## src/rtl/booth_r4_multiplier.sv

```systemverilog
// Sequential radix-4 Booth multiplier: one Booth digit retired per clock, valid/ready on both sides.
// Optional BOOTH_UNSIGNED_MODE_EN adds op_signed for unsigned operands (one extra iteration).
module booth_r4_multiplier #(
  parameter int WIDTH = 8
) (
  input  logic                 clk,
  input  logic                 rst,
  input  logic                 in_valid,
  output logic                 in_ready,
  input  logic [WIDTH-1:0]     multiplicand,
  input  logic [WIDTH-1:0]     multiplier,
`ifdef BOOTH_UNSIGNED_MODE_EN
  input  logic                 op_signed,
`endif
  output logic                 out_valid,
  input  logic                 out_ready,
  output logic [2*WIDTH-1:0]   product,
  output logic                 busy
);

  localparam int AW = WIDTH + 2;
`ifdef BOOTH_UNSIGNED_MODE_EN
  localparam int QW = WIDTH + 2;
`else
  localparam int QW = WIDTH;
`endif
  localparam int PW = 2 * WIDTH;
  localparam int CW = $clog2(WIDTH / 2 + 1);
  localparam logic [CW-1:0] LAST_S = CW'(WIDTH / 2 - 1);

  localparam logic [1:0] S_IDLE = 2'd0;
  localparam logic [1:0] S_CALC = 2'd1;
  localparam logic [1:0] S_DONE = 2'd2;

  if ((WIDTH < 4) || ((WIDTH % 2) != 0)) begin : g_bad_width
    $error("booth_r4_multiplier: WIDTH must be even and >= 4");
  end

  logic [1:0]    r_state;
  logic [AW-1:0] r_a;
  logic [AW-1:0] r_mx;
  logic [QW-1:0] r_q;
  logic          r_qm1;
  logic [CW-1:0] r_cnt;
  logic [PW-1:0] r_product;

  logic [AW-1:0] w_mx2;
  logic [AW-1:0] w_addend;
  logic [AW-1:0] w_sum;
  logic [AW-1:0] w_a_next;
  logic [QW-1:0] w_q_next;
  logic [PW-1:0] w_result;
  logic [CW-1:0] w_last_cnt;

`ifdef BOOTH_UNSIGNED_MODE_EN
  localparam logic [CW-1:0] LAST_U = CW'(WIDTH / 2);
  logic r_signed;

  assign w_last_cnt = r_signed ? LAST_S : LAST_U;
  // Signed runs stop with the two sign-extension bits still at the bottom of Q.
  assign w_result   = r_signed ? PW'({w_a_next, w_q_next} >> 2) : PW'({w_a_next, w_q_next});
`else
  assign w_last_cnt = LAST_S;
  assign w_result   = PW'({w_a_next, w_q_next});
`endif

  assign w_mx2 = {r_mx[AW-2:0], 1'b0};

  always_comb begin
    w_addend = '0;
    case ({r_q[1:0], r_qm1})
      3'b001, 3'b010: w_addend = r_mx;
      3'b011:         w_addend = w_mx2;
      3'b100:         w_addend = ~w_mx2 + AW'(1);
      3'b101, 3'b110: w_addend = ~r_mx + AW'(1);
      default:        w_addend = '0;
    endcase
  end

  assign w_sum    = r_a + w_addend;
  assign w_a_next = {{2{w_sum[AW-1]}}, w_sum[AW-1:2]};
  assign w_q_next = {w_sum[1:0], r_q[QW-1:2]};

  always_ff @(posedge clk) begin
    if (rst) begin
      r_state   <= S_IDLE;
      r_a       <= '0;
      r_mx      <= '0;
      r_q       <= '0;
      r_qm1     <= 1'b0;
      r_cnt     <= '0;
      r_product <= '0;
`ifdef BOOTH_UNSIGNED_MODE_EN
      r_signed  <= 1'b0;
`endif
    end else begin
      case (r_state)
        S_IDLE: begin
          if (in_valid) begin
            r_a   <= '0;
            r_qm1 <= 1'b0;
            r_cnt <= '0;
`ifdef BOOTH_UNSIGNED_MODE_EN
            r_signed <= op_signed;
            if (op_signed) begin
              r_mx <= {{2{multiplicand[WIDTH-1]}}, multiplicand};
              r_q  <= {{2{multiplier[WIDTH-1]}}, multiplier};
            end else begin
              r_mx <= {2'b00, multiplicand};
              r_q  <= {2'b00, multiplier};
            end
`else
            r_mx <= {{2{multiplicand[WIDTH-1]}}, multiplicand};
            r_q  <= multiplier;
`endif
            r_state <= S_CALC;
          end
        end
        S_CALC: begin
          r_a   <= w_a_next;
          r_q   <= w_q_next;
          r_qm1 <= r_q[1];
          r_cnt <= r_cnt + CW'(1);
          if (r_cnt == w_last_cnt) begin
            r_product <= w_result;
            r_state   <= S_DONE;
          end
        end
        S_DONE: begin
          if (out_ready) begin
            r_state <= S_IDLE;
          end
        end
        default: r_state <= S_IDLE;
      endcase
    end
  end

  assign in_ready  = (r_state == S_IDLE);
  assign busy      = (r_state == S_CALC);
  assign out_valid = (r_state == S_DONE);
  assign product   = r_product;

endmodule

```

## config.mk

```make
export PLATFORM = sky130hd
export DESIGN_NAME = booth_r4_multiplier
export DESIGN_NICKNAME = d
export VERILOG_FILES = /design/src/rtl/booth_r4_multiplier.sv
export SDC_FILE = /design/constraint.sdc
export NUM_CORES = 1
export LEC_CHECK = 0
export ABC_AREA = 1
export ABC_CLOCK_PERIOD_IN_PS = 4700
export CORE_ASPECT_RATIO = 0.5
export CORE_MARGIN = 2
export CORE_UTILIZATION = 35
export DETAILED_ROUTE_END_ITERATION = 16
export PLACE_DENSITY = 0.53
export SYNTH_ARGS = -nofsm -noshare
export SYNTH_HDL_FRONTEND = slang
export SYNTH_SLANG_ARGS = --single-unit
```

## constraint.sdc

```tcl
create_clock -name clk -period 4.7 [get_ports clk]
set_input_delay 0.47 -clock clk [delete_from_list [all_inputs] [get_ports clk]]
set_output_delay 0.47 -clock clk [all_outputs]
set_load 0.02 [all_outputs]
```

==> impl_metrics.py <==
metrics = {
    "outcome": {
        "outcome": "complete, no violations",
    },
    "clock_tree": {
        "clock_latency_ps": 290,
        "hold_buffers": 0,
        "cts_max_level": 2,
        "clock-sinks": 46,
        "cts.path.max_buffers": 2,
        "post_cts_resized": 0,
        "post_cts_buffers": 0,
        "clkTransAtPathRegs_ps": 60,
        "cts_root_buffer": "clkbuf_16",
        "tritoncts": "built",
        "cts_buffers": 5,
    },
    "synthesis": {
        "syn_area_per_cell_um2": 7.09,
        "yosysWarningCount": 0,
        "synth_compound_area_frac": 0.205,
        "synth_xor_area_frac": 0.0197,
        "yosys_most_used_dff": "dfxtp_1",
        "ys_seq_area_frac": 0.345,
        "synthArstFlopShare": 0,
        "syn_inst": 377,
        "synthAdderAreaFrac": 0.0637,
        "syn-num-nets": 410,
        "synth.cell_area_mm2": 0.00267,
        "ys_types": 34,
        "synth_edf_count": 0,
        "yosys-mux-area-fraction": 0,
        "yosys.area_share.simple": 0.254,
        "ys_ff_latch": 46,
        "synth_top_family_by_area": "simple AND/OR/NAND/NOR gates",
    },
    "layout": {
        "layout_commonest_cell": "nand2_1",
        "area_growth_pct": 21.0,
        "fin_util": 0.440,
        "n_fill_cell": 759,
        "diodes": 0,
        "drive_gt1_frac": 0.0728,
        "seqCellArea_um2": 921,
        "stdcell_area_mm2": 0.00323,
        "nNetsFinal": 444,
        "layout_common_cells": "nand2_1, inv_1, dfxtp_1, a21oi_1, clkdlybuf4s50_1",
        "multiInputGateArea_mm2": 0.00145,
    },
    "critical_path": {
        "timing.rr.start": "r_mx[1]",
        "slowest_stage": "ha_1",
        "critPathLaunchType": "flop",
        "r2r_cells": 18,
        "r2r_end": "product[11]",
        "cpPeakStageDelay_ps": 340,
        "crit_chain": "inv_1, ha_1, inv_1, nor2_4, inv_1, o21ai_0, nand2_1, o22ai_1, a21oi_1, o21ai_0, ha_1, a21oi_1, nand3_1, or2_2, nand2_1, nand2_1, o211ai_1, inv_1",
        "critPathCaptureType": "flop",
        "crit_required_ps": 4880,
        "path_class": "reg -> reg",
        "worstPathArrival_ps": 2980,
        "r2r_slack_ps": 1900,
        "crit_fanout": 4,
        "path_common_cell": "inv_1",
    },
    "floorplan": {
        "start_util": 0.363,
        "boundaryPins": 39,
        "die_area_mm2": 0.00839,
        "core-area_mm2": 0.00735,
        "die_width_um": 128,
        "die_height_um": 65.8,
        "num_rows": 22,
    },
    "place": {
        "dpl_cell_area_mm2": 0.00309,
        "io_buffer_count": 38,
        "dpl.hpwl_um": 5060,
        "gp_congestion": 0.857,
    },
    "flow_run": {
        "drv_cap": 0,
    },
    "sta": {
        "rsz0062_at_grt": "false",
        "finalClockSkew_ps": 4.24,
        "period_share": 0.596,
        "slew_viol_final": 0,
        "fin_crit_ps": 2800,
        "setup_viol": 0,
        "relSlewSlack": 0.563,
        "hold_viol": 0,
        "fmax_mhz": 357,
        "finalSetupTns_ps": 0,
        "tightest_slew_ps": 654,
    },
    "power": {
        "ir_worst_vdd_v": 0.000142,
        "cellPowerDensity_mw_per_mm2": 311,
        "p_leak_nw": 1.40,
    },
    "routing": {
        "drt_iter0_markers": 196,
        "wl_um": 7030,
        "via_per_inst": 4.96,
        "drc": 0,
        "wire_per_inst_um": 13.8,
        "drt-pass1-iter-count": 4,
        "ant_nets": 0,
        "vias": 2521,
    },
    "grt": {
        "grt_pass1_wl_um": 11200,
        "grt_pass1_vias": 2351,
        "grt_max_degree": 31,
        "antenna_found_initial": 0,
        "grt_overflow_total": 0,
        "grt.total_usage": 0.170,
    },
    "min_path": {
        "worstHoldStart": "product[3]",
        "hp-class": "reg -> reg",
        "holdPathStages": 2,
        "min_to": "product[3]",
    },
}
Yosys cell counts (2+ instances only):
cell type | instances | share of area
a21oi_1 | 40 | 0.075
a211oi_1 | 12 | 0.034
dfxtp_1 | 46 | 0.34
inv_2 | 4 | 0.0056
buf_2 | 2 | 0.0037
nand2_1 | 87 | 0.12
nand3_1 | 16 | 0.030
o22ai_1 | 4 | 0.0094
clkbuf_1 | 4 | 0.0056
o21ai_0 | 20 | 0.037
xor2_1 | 6 | 0.020
nand3_2 | 2 | 0.0075
ha_1 | 12 | 0.056
buf_6 | 5 | 0.021
o21bai_1 | 3 | 0.0084
nor2_2 | 3 | 0.0070
nand4_1 | 3 | 0.0070
nor2_1 | 26 | 0.037
a21oi_2 | 2 | 0.0066
inv_1 | 51 | 0.072
nor3_1 | 2 | 0.0037
nor2_4 | 5 | 0.021
o211ai_1 | 7 | 0.020
nand2_2 | 3 | 0.0070
o21ai_1 | 3 | 0.0056
state kept, by name (all words and copies together) (netlist names):
| name | count |
|---|---|
| r_cnt | 3 |
| product | 16 |
| r_qm1 | 1 |
| r_q | 8 |
| r_state | 2 |
| r_mx | 8 |
| r_a | 8 |
routing by layer:
layer / share of wire / global-route usage / vias up
li1: - / - / 1303
met1: 0.52 / 0.231 / 1148
met2: 0.41 / 0.267 / 64
met3: 0.051 / 0.0453 / 6
met4: 0.011 / 0.0467 / 0
met5: 0 / 0 / -
final cells by class:
| type | count | area share |
|---|---|---|
| Clock buffer | 6 | 0.0399 |
| Inverter | 56 | 0.0658 |
| Tap cell | 96 | 0.0372 |
| Timing Repair Buffer | 39 | 0.120 |
| Sequential cell | 46 | 0.285 |
| Clock inverter | 2 | 0.00426 |
| Multi-Input combinational cell | 263 | 0.448 |
worst max-delay path by stage:
stage                  from     endpoint  slack (ps)  cells after the start
floorplan           r_mx[1]  product[11]        2330                     18
global placement    r_mx[1]  product[11]        2120                     20
detailed placement  r_mx[1]  product[11]        2010                     19
CTS                 r_mx[1]  product[11]        1950                     18
global route        r_mx[1]  product[13]        1770                     20
finish              r_mx[1]  product[11]        1900                     18
through the flow:
stage,setup WS [ps],cells,hold slack [ps],power [mW]
final,1900,508,464,1.00
after global routing,1770,508,480,1.06
after CTS,1950,508,469,1.02
after detailed placement,2010,500,453,0.658
after global placement,2120,500,452,0.655
after floorplan,2330,377,443,0.596
cells by family (layout without fill, tap and decap cells):
group,Yosys count,count (layout)
xor+xnor,6,6
compound gates,94,94
fa+ha+maj,13,13
simple gates,150,150
flops,46,46
buf+inv,68,103
worst max-delay path: cells and delay by family (launching register included):
family	cells	cell delay (ps)
flops	1	320
compound gates	6	810
simple gates	6	760
buf+inv	4	310
fa+ha+maj	2	510
where the power goes:
group,internal [mW],switching [mW]
Sequential,0.410,0.0168
Clock,0.198,0.156
Combinational,0.0808,0.144
Power figures use the tool's default switching activity.
